===== config.mk =====
export PLATFORM = sky130hd
export DESIGN_NAME = mac_unit_mp
export DESIGN_NICKNAME = d
export VERILOG_FILES = /design/src/rtl/mac_pkg.sv /design/src/rtl/mac_sat_add.sv /design/src/rtl/mac_unit_mp.sv
export SDC_FILE = /design/constraint.sdc
export NUM_CORES = 1
export LEC_CHECK = 0
export BUFFER_PORTS_ARGS = -buffer_cell sky130_fd_sc_hd__buf_4
export CAP_MARGIN = 20
export CORE_MARGIN = 10
export CORE_UTILIZATION = 65
export CTS_CLUSTER_DIAMETER = 50
export CTS_CLUSTER_SIZE = 8
export DETAILED_ROUTE_END_ITERATION = 7
export GPL_TIMING_DRIVEN = 0
export MAX_ROUTING_LAYER = met4
export PLACE_DENSITY = 0.93
export RECOVER_POWER = 25
export SLEW_MARGIN = 20
export SYNTH_ARGS = -nofsm -noshare
export SYNTH_HDL_FRONTEND = slang
export SYNTH_SLANG_ARGS = --single-unit

===== constraint.sdc =====
create_clock -name clock -period 6 [get_ports clock]
set_input_delay 0.6 -clock clock [delete_from_list [all_inputs] [get_ports clock]]
set_output_delay 0.6 -clock clock [all_outputs]
set_load 0.02 [all_outputs]

===== src/rtl/mac_pkg.sv =====
// Shared types and geometry helpers for the multi-precision MAC processing element.
package mac_pkg;

  typedef enum logic [1:0] {
    MODE_X1 = 2'b00,
    MODE_X2 = 2'b01,
    MODE_X4 = 2'b10
  } mode_e;

  localparam int NUM_GEOM  = 3;
  localparam int MAX_LANES = 4;

  function automatic int lanes_of(input mode_e m);
    case (m)
      MODE_X2: return 2;
      MODE_X4: return 4;
      default: return 1;
    endcase
  endfunction

  // The reserved encoding 2'b11 behaves as a single lane.
  function automatic mode_e map_mode(input logic [1:0] m);
    return (m == 2'b11) ? MODE_X1 : mode_e'(m);
  endfunction

  function automatic int lane_w(input int total_w, input int lanes);
    return total_w / lanes;
  endfunction

endpackage


===== src/rtl/mac_sat_add.sv =====
// Signed W-bit add that clamps to the two's-complement range and flags the clamp.
module mac_sat_add #(
  parameter int W = 24
) (
  input  logic [W-1:0] a_i,
  input  logic [W-1:0] b_i,
  output logic [W-1:0] sum_o,
  output logic         ovf_o
);

  logic [W:0] full;

  assign full  = {a_i[W-1], a_i} + {b_i[W-1], b_i};
  // The top two bits of the extended sum disagree exactly when the W-bit result wrapped.
  assign ovf_o = full[W] ^ full[W-1];
  assign sum_o = !ovf_o    ? full[W-1:0] :
                 full[W]   ? {1'b1, {(W-1){1'b0}}} :
                             {1'b0, {(W-1){1'b1}}};

endmodule


===== src/rtl/mac_unit_mp.sv =====
// Two-stage multi-precision MAC PE: stage 1 registers lane products for every geometry,
// stage 2 does per-lane saturating accumulation; a drain port snapshots the accumulator.
module mac_unit_mp
  import mac_pkg::*;
#(
  parameter int DATA_W = 8,
  parameter int ACC_W  = 24
) (
  input  logic              clock,
  input  logic              reset_n,
  input  logic              enable,
  input  logic              clear_acc,
  input  logic [1:0]        mode,
  input  logic [DATA_W-1:0] weight_in,
  input  logic [DATA_W-1:0] input_in,
  output logic [DATA_W-1:0] weight_out,
  output logic [DATA_W-1:0] input_out,
  output logic [ACC_W-1:0]  accumulator,
  output logic              valid_out,
  output logic              sat_flag,
  input  logic              drain,
  output logic [ACC_W-1:0]  result,
  output logic              result_valid,
  input  logic              result_ready,
  output logic              drain_ovf
);

  localparam int PROD_W = 2 * DATA_W;

  logic [DATA_W-1:0]    weight_out_q, input_out_q;
  logic [PROD_W-1:0]    prod_d [NUM_GEOM];
  logic [PROD_W-1:0]    prod_q [NUM_GEOM];
  logic                 en_q;
  mode_e                mode_q;
  logic [ACC_W-1:0]     acc_q, acc_d;
  logic                 valid_q, valid_d;
  logic                 sat_q, sat_d;
  logic [ACC_W-1:0]     result_q, result_d;
  logic                 result_valid_q, result_valid_d;
  logic                 drain_ovf_q, drain_ovf_d;

  logic [ACC_W-1:0]     sum_w [NUM_GEOM];
  logic [MAX_LANES-1:0] ovf_w [NUM_GEOM];
  logic [ACC_W-1:0]     acc_upd, acc_next;
  logic [MAX_LANES-1:0] lane_ovf;
  logic                 drain_accept;

  // Geometry g holds lanes_of(g) lanes; all three are computed every cycle.
  for (genvar g = 0; g < NUM_GEOM; g++) begin : g_geom
    localparam int L  = lanes_of(mode_e'(g));
    localparam int OW = lane_w(DATA_W, L);
    localparam int PW = 2 * OW;
    localparam int AW = lane_w(ACC_W, L);

    for (genvar i = 0; i < L; i++) begin : g_lane
      logic signed [OW-1:0] w_l, x_l;
      logic signed [PW-1:0] p_l;

      assign w_l = weight_in[i*OW +: OW];
      assign x_l = input_in[i*OW +: OW];
      assign prod_d[g][i*PW +: PW] = PW'(w_l) * PW'(x_l);
      assign p_l = prod_q[g][i*PW +: PW];

      mac_sat_add #(.W(AW)) u_sat (
        .a_i   (acc_q[i*AW +: AW]),
        .b_i   (AW'(p_l)),
        .sum_o (sum_w[g][i*AW +: AW]),
        .ovf_o (ovf_w[g][i])
      );
    end

    if (L < MAX_LANES) begin : g_pad
      assign ovf_w[g][MAX_LANES-1:L] = '0;
    end
  end

  always_comb begin
    // NOTE: combinational blocks use blocking assignments and give every output a default first, so no latch is inferred.
    acc_upd  = sum_w[0];
    lane_ovf = ovf_w[0];
    case (mode_q)
      MODE_X2: begin
        acc_upd  = sum_w[1];
        lane_ovf = ovf_w[1];
      end
      MODE_X4: begin
        acc_upd  = sum_w[2];
        lane_ovf = ovf_w[2];
      end
      default: ;
    endcase

    acc_next = en_q ? acc_upd : acc_q;

    if (clear_acc) begin
      acc_d   = '0;
      sat_d   = 1'b0;
      valid_d = 1'b0;
    end else begin
      acc_d   = acc_next;
      sat_d   = sat_q | (en_q & (|lane_ovf));
      valid_d = en_q;
    end

    // Drain sees the un-cleared next value, so drain + clear_acc is read-then-clear.
    drain_accept   = drain & (~result_valid_q | result_ready);
    result_d       = result_q;
    result_valid_d = result_valid_q & ~result_ready;
    drain_ovf_d    = drain_ovf_q | (drain & ~drain_accept);
    if (drain_accept) begin
      result_d       = acc_next;
      result_valid_d = 1'b1;
    end
  end

  // NOTE: sequential state uses non-blocking assignments only.
  always_ff @(posedge clock or negedge reset_n) begin
    // NOTE: product registers are reset too, so nothing stale can reach the accumulator after reset.
    if (!reset_n) begin
      weight_out_q   <= '0;
      input_out_q    <= '0;
      for (int g = 0; g < NUM_GEOM; g++) prod_q[g] <= '0;
      en_q           <= 1'b0;
      mode_q         <= MODE_X1;
      acc_q          <= '0;
      valid_q        <= 1'b0;
      sat_q          <= 1'b0;
      result_q       <= '0;
      result_valid_q <= 1'b0;
      drain_ovf_q    <= 1'b0;
    end else begin
      weight_out_q   <= weight_in;
      input_out_q    <= input_in;
      for (int g = 0; g < NUM_GEOM; g++) prod_q[g] <= prod_d[g];
      en_q           <= enable & ~clear_acc;
      mode_q         <= map_mode(mode);
      acc_q          <= acc_d;
      valid_q        <= valid_d;
      sat_q          <= sat_d;
      result_q       <= result_d;
      result_valid_q <= result_valid_d;
      drain_ovf_q    <= drain_ovf_d;
    end
  end

  assign weight_out   = weight_out_q;
  assign input_out    = input_out_q;
  assign accumulator  = acc_q;
  assign valid_out    = valid_q;
  assign sat_flag     = sat_q;
  assign result       = result_q;
  assign result_valid = result_valid_q;
  assign drain_ovf    = drain_ovf_q;

endmodule

==> impl_metrics.tcl <==
set metrics [dict create \
    rsz0062_at_grt "false" \
    start_kind "input port" \
    whs_ns 0.3132 \
    row_count 48 \
    die_x_um 153.2 \
    arrival_ns 5.37 \
    dp_hpwl_mm 24.13 \
    max_freq_ghz 0.1973 \
    async_flop_share_pct 100.0 \
    drc 0 \
    synth_edf_count 0 \
    drt-initial-drc-count 870 \
    hold_buffers 0 \
    clockBufferDepth 2 \
    design_area_um2 13040 \
    nets 1615 \
    cts_made_buffers 17 \
    drive_gt1_share_pct 10.31 \
    wl_per_cell_um 19.62 \
    crit_type "in2reg" \
    cts_tree "yes" \
    setup_tns_ns 0 \
    cts_num_sinks 115 \
    yosys-top-cells-area "dfrtp_1, ha_1, fa_1" \
    hold_viol 0 \
    cts_setup_buffers 0 \
    pwr_density_cell_nw_per_um2 421.1 \
    leakage_nw 6.443 \
    path_cells "clkbuf_1 -> nand2_1 -> inv_1 -> ha_1 -> inv_1 -> fa_1 -> inv_1 -> ha_1 -> inv_1 -> fa_1 -> inv_1 -> ha_1 -> inv_1 -> fa_1 -> nor2b_1 -> o21ai_0 -> a21boi_0 -> o21ai_0 -> a21boi_0 -> o21ai_0 -> nor2b_1 -> o311ai_0" \
    die_h_um 153.2 \
    postSynthCellCount 1263 \
    track_usage_pct 27.38 \
    avgSynthCellArea_um2 9.129 \
    grt_pass1_wl_mm 51.03 \
    ir_drop_v 0.0002900 \
    final_max_slew_viol_count 33 \
    ys_warn_count 0 \
    synth_nets 1504 \
    synth_ff_type "dfrtp_1" \
    worst-path-buf-inv 7 \
    start_util_pct 66.43 \
    crit_required_ns 6.30 \
    skew_ns 0.008887 \
    setup_viol 0 \
    hold_path_class "in2reg" \
    totalWireLength_mm 31.63 \
    synthesis.area_um2 11530 \
    clk_pin_slew_worst_paths_ns 0.06 \
    synth_top_area_share_pct 24.96 \
    place_area_um2 12500 \
    clock_latency_ns 0.43 \
    grt_max_degree 116 \
    worst_pin_slew_ns 1.832 \
    clockRootBuffer "clkbuf_16" \
    cp_slowest_cell "fa_1" \
    h-tree-depth 4 \
    dieArea_um2 23470 \
    netlist_top_cells_count "inv_1, ha_1, dfrtp_1" \
    numPortBuffers 91 \
    crit_family "adder cells" \
    routed_via_density 6.170 \
    yosysSeqAreaShare_pct 24.96 \
    n_antenna_cell 0 \
    max_stage_delay_ns 0.48 \
    antenna_left 0 \
    fin_crit_sh_pct 84.48 \
    grt_pass1_vias 10090 \
    grt_antenna_before_repair 0 \
    io_pins 92 \
    ys_seq_elements 115 \
    status "complete, but fails checks" \
    violations "max-capacitance violations, max-slew violations" \
    synth_most_common_cell "inv_1" \
    cts_resized 0 \
    place.gp.congestion 1.011 \
    overflow 0 \
    relSlewSlack_pct -22.16 \
    cp_common_cell "inv_1" \
    post-route-min-period_ns 5.069 \
    synthDistinctLibCells 72 \
    endpoint_kind "flop" \
    vias 9946 \
    firstDrtPassIters 5 \
    syn2layout_area_growth_pct 13.05 \
    yosysTopAreaCell "dfrtp_1" \
    core_area_um2 17360 \
    maxCapViolCount 1 \
    crit_fanout 10 \
]
==> logic make-up after synthesis <==
logic type | count (synthesis) | share of synthesized area [%]
AO/OA/AOI/OAI | 345 | 20.07
AND/OR/NAND/NOR | 310 | 13.61
adder cells (fa/ha/maj) | 217 | 28.76
buffers and inverters | 199 | 6.750
flip-flops | 115 | 24.96
XOR/XNOR | 76 | 5.773
multiplexers | 1 | 0.08682
==> routing by layer <==
metal	track usage [%]	routed length, µm	vias up
met5	-	0	-
met1	34.20	13410	4846
met2	44.08	15030	431
met3	4.489	2303	84
met4	9.855	893	0
li1	-	-	4585
==> through the flow <==
stage          total power, mW  cells  utilization, %  setup WS [ns]
6_report                 5.489   1612           75.10         0.9309
5_1_grt                  5.912   1612           75.10         0.4638
4_1_cts                  5.447   1611           75.31          1.008
3_5_place_dp             4.415   1579           72.01         0.5843
3_3_place_gp             4.284   1579           71.99         0.7548
2_1_floorplan            3.559   1263               -          1.323
==> worst paths after layout <==
kind | start | endpoint | slack (ns) | cells past startpoint
max | weight_in[3] | g_geom[0].g_lane[0].p_l[14] | 0.93 | 22
min | weight_in[1] | weight_out[1] | 0.31 | 1
max reg2reg | accumulator[5] | result[4] | 1.80 | 16
min reg2reg | result[7] | result[7] | 0.51 | 2
max in group asynchronous | reset_n | g_geom[2].g_lane[3].p_l[3] | 4.17 | 2
min in group asynchronous | reset_n | mode_q[1] | 0.66 | 1
==> state kept, by name, indices dropped and copies added (netlist names) <==
| register | cells |
|---|---|
| accumulator | 24 |
| drain_ovf | 1 |
| en_q | 1 |
| g_geom.g_lane.p_l | 44 |
| input_out | 8 |
| mode_q | 2 |
| result | 24 |
| result_valid | 1 |
| sat_flag | 1 |
| valid_out | 1 |
| weight_out | 8 |
==> placed cells by master, fill, tap and decap left out, types with 5 or more instances in the layout <==
cell type and n:
inv_1 172, ha_1 137, dfrtp_1 115, a21oi_1 88, nand2_1 80, fa_1 80
buf_4 75, nor2_1 66, xnor2_1 61, o21ai_0 60, and2_1 39, clkbuf_1 33
nand2b_1 28, a21o_1 26, nand3_1 25, o21ai_1 23, o211ai_1 21, clkbuf_16 17
xor2_1 15, nor2b_1 15, o21a_1 15, nor3_1 12, a31oi_1 12, a211oi_1 10
o21bai_1 9, o2111ai_1 9, a211o_1 9, or3_1 8, a21boi_0 6, a32oi_2 6
inv_6 6, or2_2 5, o311a_1 5, nand4_1 5, o211a_1 5, o31ai_1 5
nor3b_1 5, o22ai_1 5
==> power by group <==
part           switching, mW  total, mW  internal (mW)
logic                   1.98       3.36           1.38
registers              0.183       1.14          0.960
clock network          0.409      0.990          0.581
total                   2.57       5.49           2.92
==> cell type report <==
cell class	instances	area [µm²]
sequential	115	2878
tap	225	281.5
multi-input combinational	949	7874
timing repair buffer	92	650.6
inverter	173	649.4
clock buffer	18	429.2
buffer	26	128.9
fill	1247	4322
clock inverter	14	143.9
(Power assumes the default switching activity.)
